### src/rtl/constant_function_fifo_pkg.sv
// constant_function_fifo_pkg
//   Shared sizing helpers for the constant_function FIFO family.
//   - fn_clog2 : constant function, smallest n with 2**n >= v, minimum 1.
//   - DWIDTH_DEF / DEPTH_DEF : default word width and depth for the family.
package constant_function_fifo_pkg;

    localparam int DWIDTH_DEF = 8;
    localparam int DEPTH_DEF  = 5;

    // Called only in localparam/port-width context; the explicit loop keeps
    // it a legal constant function for older front ends.
    function automatic int fn_clog2(input logic [31:0] v);
        int result;
        result = 1;
        for (int unsigned i = 1; i < 32; i++) begin
            if ((33'd1 << i) < {1'b0, v}) begin
                result = int'(i) + 1;
            end
        end
        return result;
    endfunction

endpackage

### src/rtl/constant_function_fifo_mem.sv
// constant_function_fifo_mem
//   DEPTH x DWIDTH register array with one write port and one registered
//   read port. Array contents are never reset; only the read register is.
// Ports:
//   clk      clock (posedge)
//   reset    synchronous active-high reset of the read register
//   wr_en    write strobe, wr_addr/wr_data sampled on the edge
//   rd_en    read strobe, rd_data <= mem[rd_addr] on the edge
//   rd_data  registered read data, holds when rd_en is low
module constant_function_fifo_mem
    import constant_function_fifo_pkg::*;
#(
    parameter int DWIDTH = DWIDTH_DEF,
    parameter int DEPTH  = DEPTH_DEF,
    parameter int AW     = fn_clog2(DEPTH)
) (
    input  logic              clk,
    input  logic              reset,
    input  logic              wr_en,
    input  logic [AW-1:0]     wr_addr,
    input  logic [DWIDTH-1:0] wr_data,
    input  logic              rd_en,
    input  logic [AW-1:0]     rd_addr,
    output logic [DWIDTH-1:0] rd_data
);

    logic [DWIDTH-1:0] mem [DEPTH];

    always_ff @(posedge clk) begin
        if (wr_en) begin
            mem[wr_addr] <= wr_data;
        end
    end

    always_ff @(posedge clk) begin
        if (reset) begin
            rd_data <= '0;
        end else if (rd_en) begin
            rd_data <= mem[rd_addr];
        end
    end

endmodule

### src/rtl/constant_function_fifo.sv
// constant_function_fifo
//   Synchronous FIFO whose pointer and occupancy widths derive from the
//   fn_clog2 constant function. DEPTH need not be a power of two.
//   Optional macro FIFO_COUNT_EN adds the count output.
// Ports:
//   clk, reset          clock and synchronous active-high reset
//   wr_en, wr_data      write request/data, accepted when !full
//   full                registered, high at DEPTH entries
//   rd_en               read request, accepted when !empty
//   rd_data, rd_valid   registered read data, valid one cycle after accept
//   empty               registered, high at 0 entries
//   count               occupancy (only with FIFO_COUNT_EN)
module constant_function_fifo
    import constant_function_fifo_pkg::*;
#(
    parameter int DWIDTH = DWIDTH_DEF,
    parameter int DEPTH  = DEPTH_DEF
) (
    input  logic                       clk,
    input  logic                       reset,
    input  logic                       wr_en,
    input  logic [DWIDTH-1:0]          wr_data,
    output logic                       full,
    input  logic                       rd_en,
    output logic [DWIDTH-1:0]          rd_data,
    output logic                       rd_valid,
    output logic                       empty
`ifdef FIFO_COUNT_EN
    ,
    output logic [fn_clog2(DEPTH):0]   count
`endif
);

    localparam int AW = fn_clog2(DEPTH);
    localparam logic [AW-1:0] PTR_LAST = AW'(DEPTH - 1);
    localparam logic [AW-1:0] PTR_ONE  = AW'(1);
    localparam logic [AW:0]   OCC_ONE  = (AW+1)'(1);
    localparam logic [AW:0]   OCC_FULL = (AW+1)'(DEPTH);

    logic [AW-1:0] wr_ptr;
    logic [AW-1:0] rd_ptr;
    logic [AW:0]   occ;
    logic [AW:0]   occ_next;
    logic          wr_ok;
    logic          rd_ok;

    // Explicit wrap at DEPTH-1 so non-power-of-2 depths never alias.
    function automatic logic [AW-1:0] ptr_inc(input logic [AW-1:0] p);
        return (p == PTR_LAST) ? '0 : p + PTR_ONE;
    endfunction

    // Flags are pre-edge state, so full blocks a write even when a read
    // frees a slot in the same cycle (and likewise empty blocks a read).
    assign wr_ok = wr_en && !full;
    assign rd_ok = rd_en && !empty;

    always_comb begin
        occ_next = occ;
        case ({wr_ok, rd_ok})
            2'b10:   occ_next = occ + OCC_ONE;
            2'b01:   occ_next = occ - OCC_ONE;
            default: occ_next = occ;
        endcase
    end

    always_ff @(posedge clk) begin
        if (reset) begin
            wr_ptr   <= '0;
            rd_ptr   <= '0;
            occ      <= '0;
            full     <= 1'b0;
            empty    <= 1'b1;
            rd_valid <= 1'b0;
        end else begin
            if (wr_ok) begin
                wr_ptr <= ptr_inc(wr_ptr);
            end
            if (rd_ok) begin
                rd_ptr <= ptr_inc(rd_ptr);
            end
            occ      <= occ_next;
            full     <= (occ_next == OCC_FULL);
            empty    <= (occ_next == '0);
            rd_valid <= rd_ok;
        end
    end

    constant_function_fifo_mem #(
        .DWIDTH (DWIDTH),
        .DEPTH  (DEPTH),
        .AW     (AW)
    ) u_mem (
        .clk     (clk),
        .reset   (reset),
        .wr_en   (wr_ok),
        .wr_addr (wr_ptr),
        .wr_data (wr_data),
        .rd_en   (rd_ok),
        .rd_addr (rd_ptr),
        .rd_data (rd_data)
    );

`ifdef FIFO_COUNT_EN
    assign count = occ;
`endif

endmodule

### config.mk
export PLATFORM = sky130hd
export DESIGN_NAME = constant_function_fifo
export DESIGN_NICKNAME = d
export VERILOG_FILES = /design/src/rtl/constant_function_fifo_pkg.sv /design/src/rtl/constant_function_fifo_mem.sv /design/src/rtl/constant_function_fifo.sv
export SDC_FILE = /design/constraint.sdc
export NUM_CORES = 1
export LEC_CHECK = 0
export CAP_MARGIN = 30
export CORE_ASPECT_RATIO = 2
export CORE_UTILIZATION = 30
export CTS_BUF_LIST = sky130_fd_sc_hd__clkbuf_8
export DETAILED_ROUTE_END_ITERATION = 8
export GPL_TIMING_DRIVEN = 0
export HOLD_SLACK_MARGIN = 0.06
export PLACE_DENSITY_LB_ADDON = 0.15
export SYNTH_ARGS = -nofsm -noshare
export SYNTH_HDL_FRONTEND = slang
export SYNTH_HIERARCHICAL = 1
export SYNTH_SLANG_ARGS = --single-unit
### constraint.sdc
create_clock -name clk -period 2.4 [get_ports clk]
set_clock_uncertainty 0.2 [all_clocks]
set_input_delay 0.24 -clock clk [delete_from_list [all_inputs] [get_ports clk]]
set_output_delay 0.24 -clock clk [all_outputs]
set_load 0.01 [all_outputs]
==> impl_summary.log, run 1 <==
[metrics] run status: finished clean
[metrics] register area share after synthesis: 0.626
[metrics] setup TNS after final layout: 0 ns
[metrics] TritonCTS Buffers: 9
[metrics] Final setup violation count: 0
[metrics] number of primary I/O pins: 23
[metrics] beginning of the worst register-to-register path: empty
[metrics] flop2flop setup slack: 0.11 ns
[metrics] Post-Syn Instances: 186
[metrics] initial antenna violation count: 0
[metrics] worst setup path startpoint: empty
[metrics] Clk Latency, worst-skew pair: 0.33 ns
[metrics] global-route total usage across every layer: 0.137
[metrics] number of cells on the critical path: 11
[metrics] depth of the worst register-to-register path: 11
[metrics] Initial Util: 0.310
[metrics] Std-Cell Rows: 47
[metrics] number of synthesized flops with an enable pin: 40
[metrics] Adder-Cell Fraction of Synth Area: 0.0290
[metrics] CP Class: register to register
[metrics] Clock Root Buffer: sky130_fd_sc_hd__clkbuf_8
[metrics] TritonCTS Sinks: 61
[metrics] ratio of routed vias to standard cells: 4.90
[metrics] Slew @ Worst Pin: 0.683 ns
[metrics] Antenna Diode Count: 0
[metrics] Max FO, Critical Path: 4
[metrics] routed vias: 1618
[metrics] cell area after placement: 2980 um2
[metrics] per-instance average area after synthesis: 13.9 um2
[metrics] destination of the critical timing path: empty
[metrics] number of instances on the worst hold path: 2
[metrics] number of distinct standard cells referenced by the synthesized netlist: 39
[metrics] detailed-route wire length: 5.48 mm
[metrics] post-synth design cell area: 2590 um2
[metrics] number of global-route vias before repair: 1604
[metrics] Detailed Route Iter0 Violations: 100
[metrics] H-tree levels: 3
[metrics] DRC violations left: 0
[metrics] nature of the critical path endpoint: register
[metrics] post-synthesis async set-or-reset flop share: 0
[metrics] layout-stage area growth over the synthesis result: 24.8%
[metrics] compound-gate portion of the synthesized area: 0.108
[metrics] Worst path slowest cell: sky130_fd_sc_hd__or4_1
[metrics] worst path cell trace: nand2b_4 > clkinv_4 > nand2_4 > xnor2_2 > ha_2 > a21oi_2 > a21boi_2 > or4_1 > a21oi_2 > buf_4 > nor4_2
[metrics] number of antenna-violating nets in the routed design: 0
[metrics] top_reg_cell synth: sky130_fd_sc_hd__edfxtp_1
[metrics] clock tree from TritonCTS: built
[metrics] endpoints failing hold: 0
[metrics] standby leakage power: 1.13 nW
[metrics] drt pass-1 iters: 5
[metrics] critical path's most frequent cell: sky130_fd_sc_hd__a21oi_2
[metrics] remaining global-route overflow: 0
[metrics] R2R Path End: empty
[metrics] area of the core region: 8350 um2
[metrics] layout filler cell count: 824
[metrics] cell family with the largest share of critical-path delay: simple AND/OR/NAND/NOR gates
[metrics] maximum VDD drop: 345 uV
[metrics] most frequent cells in the layout: 40 x sky130_fd_sc_hd__edfxtp_1, 21 x sky130_fd_sc_hd__nor2_1, 21 x sky130_fd_sc_hd__clkdlybuf4s50_1
[metrics] input/output buffers: 22
[metrics] Hold/Removal Path Class: register to register
[metrics] WL/cell: 16.6 um
[metrics] wire length of the first global-routing pass: 8.60 mm
[metrics] maximum clock rate: 436 MHz
[metrics] final weighted congestion in routability-driven placement: 0.719
[metrics] Crit path largest cell delay: 0.48 ns
[metrics] largest net degree at the start of global routing: 12
[metrics] warnings from Yosys: 6
[metrics] DP Wirelength: 3.95 mm
[metrics] Startpoint Class: register
[metrics] simple-gate portion of the synthesized area: 0.0942
[metrics] fin crit share: 0.956
[metrics] xor and xnor fraction of the mapped netlist area: 0.0101
[metrics] total non-filler cell area in the finished layout: 3230 um2
[metrics] Buf/Inv on CP: 2
[metrics] combinational family with the most area after synthesis: compound AO/OA/AOI/OAI gates
[metrics] Crit path arrival time: 2.32 ns
[metrics] max-cap violations: 0
[metrics] die span in y: 133 um
[metrics] final period demand of the worst path: 2.29 ns
[metrics] horizontal extent of the die: 67.7 um
[metrics] DIE AREA: 9030 um2
[metrics] share of post-route cells with drive strength above 1: 0.272
[metrics] nets in the synthesized netlist: 204
[metrics] mux share of post-synthesis cell area: 0.0821
[metrics] number of nets in the final layout: 245
[metrics] unrepaired setup endpoints after global routing: true
[metrics] area of combinational cells with multiple inputs: 886 um2
[metrics] Cell Pwr Density: 940 nW/um2
[metrics] worst slew margin relative to its limit: 0.543
[metrics] final max-slew violation count: 0
[metrics] maximum clock path buffer count: 2
[metrics] combined flip-flop and latch cell area: 1620 um2
[metrics] endpoint required time on the critical path: 2.42 ns
[metrics] Seq cells post-synth: 61
[metrics] most common cell after layout, fill and taps aside: sky130_fd_sc_hd__edfxtp_1
[metrics] clock-pin slew of the registers on the worst-case setup and hold paths: 0.07 ns
[cells by family after synthesis]
kind of cell             after synthesis
flip-flops                            61
multiplexers                          18
adder cells (fa/ha/maj)                6
buffers and inverters                 19
XOR/XNOR                               3
AND/OR/NAND/NOR                       45
AO/OA/AOI/OAI                         34
[Yosys cell counts, types with 2 or more instances]
master,instances,area (um2)
sky130_fd_sc_hd__edfxtp_1,40,1200
sky130_fd_sc_hd__nor2_1,21,78.8
sky130_fd_sc_hd__dfxtp_1,21,420
sky130_fd_sc_hd__a222oi_1,8,80.1
sky130_fd_sc_hd__mux2_2,14,158
sky130_fd_sc_hd__ha_1,6,75.1
sky130_fd_sc_hd__mux2_4,3,45.0
sky130_fd_sc_hd__xnor2_1,2,17.5
sky130_fd_sc_hd__buf_6,3,33.8
sky130_fd_sc_hd__inv_1,6,22.5
sky130_fd_sc_hd__buf_1,3,11.3
sky130_fd_sc_hd__o21ai_0,2,10.0
sky130_fd_sc_hd__nand2b_4,2,27.5
sky130_fd_sc_hd__nor2b_1,3,18.8
sky130_fd_sc_hd__nand2_1,8,30.0
sky130_fd_sc_hd__o31ai_1,2,15.0
sky130_fd_sc_hd__a21oi_1,7,35.0
sky130_fd_sc_hd__a211oi_1,10,75.1
sky130_fd_sc_hd__nor3_1,2,10.0
sky130_fd_sc_hd__clkbuf_1,3,11.3
sky130_fd_sc_hd__nor4bb_1,2,20.0
[routing by layer]
metal  up-vias  track usage  share of wire
met5         -            0              0
met4         0       0.0638          0.018
met3         9       0.0342          0.036
met2        37        0.251           0.60
met1       788        0.134           0.35
li1        784            -              -
[flip-flops by register name, indices dropped and copies added (netlist names)]
| signal | flops |
|---|---|
| u_mem/rd_data | 8 |
| rd_ptr | 3 |
| u_mem/mem | 40 |
| occ | 4 |
| full | 1 |
| empty | 1 |
| wr_ptr | 3 |
| rd_valid | 1 |
[power breakdown]
part | switching, W | internal (W)
Combinational | 0.000370 | 0.000396
Sequential | 0.0000844 | 0.00124
Clock | 0.000384 | 0.000571
Total | 0.000837 | 0.00220
[through the flow]
step	total power [W]	hold slack [ns]	instances	util	setup WS, ns
CTS	0.00306	0.285	329	0.383	-0.00724
floorplan	0.00182	0.139	186	-	0.164
global placement	0.00206	0.276	306	0.351	-1.04
finish	0.00304	0.281	330	0.387	0.105
global route	0.00320	0.296	330	0.387	0.000445
detailed placement	0.00208	0.276	310	0.357	-0.453
[worst reg2reg max path, cell delays in order (launching register included)]
cell                       delay [ns]
sky130_fd_sc_hd__dfxtp_2         0.32
sky130_fd_sc_hd__nand2b_4        0.17
sky130_fd_sc_hd__clkinv_4        0.06
sky130_fd_sc_hd__nand2_4         0.04
sky130_fd_sc_hd__xnor2_2         0.12
sky130_fd_sc_hd__ha_2            0.19
sky130_fd_sc_hd__a21oi_2         0.04
sky130_fd_sc_hd__a21boi_2        0.17
sky130_fd_sc_hd__or4_1           0.48
sky130_fd_sc_hd__a21oi_2         0.22
sky130_fd_sc_hd__buf_4           0.15
sky130_fd_sc_hd__nor4_2          0.03
[timing repair]
item | in CTS | in global routing
buffers inserted | 5 | 1
gates resized for setup | 5 | 7
setup endpoints to repair | 1 | 2
hold buffers | 0 | 0
endpoints found under the hold margin | 0 | 0
pin swaps | 4 | 4
[how the worst min path moves through the flow]
stage,startpoint,to,slack (ns)
2_1_floorplan,wr_data[0],u_mem/mem[0][0],0.14
3_3_place_gp,u_mem/rd_data[3],u_mem/rd_data[3],0.28
3_5_place_dp,u_mem/rd_data[2],u_mem/rd_data[2],0.28
4_1_cts,u_mem/rd_data[2],u_mem/rd_data[2],0.29
5_1_grt,u_mem/rd_data[6],u_mem/rd_data[6],0.30
6_report,u_mem/rd_data[6],u_mem/rd_data[6],0.28
[layout make-up]
cell class | instances | share of cell area
Multi-Input combinational cell | 106 | 0.274
Clock inverter | 7 | 0.0255
Inverter | 8 | 0.0132
Buffer | 9 | 0.0186
Sequential cell | 61 | 0.502
Timing Repair Buffer | 32 | 0.0902
Tap cell | 98 | 0.0379
Clock buffer | 9 | 0.0383
No activity file was read; power rests on OpenSTA's default activity.
==> inputs of run 2 (changes only) <==
--- a/config.mk
+++ b/config.mk
@@ -9,6 +9,7 @@
 export CORE_ASPECT_RATIO = 2
 export CORE_UTILIZATION = 30
 export CTS_BUF_LIST = sky130_fd_sc_hd__clkbuf_8
+export CTS_CLUSTER_SIZE = 8
 export DETAILED_ROUTE_END_ITERATION = 8
 export GPL_TIMING_DRIVEN = 0
 export HOLD_SLACK_MARGIN = 0.06
==> results of run 2 <==
The final DEF is identical to that of run 1; final timing and power are the same.
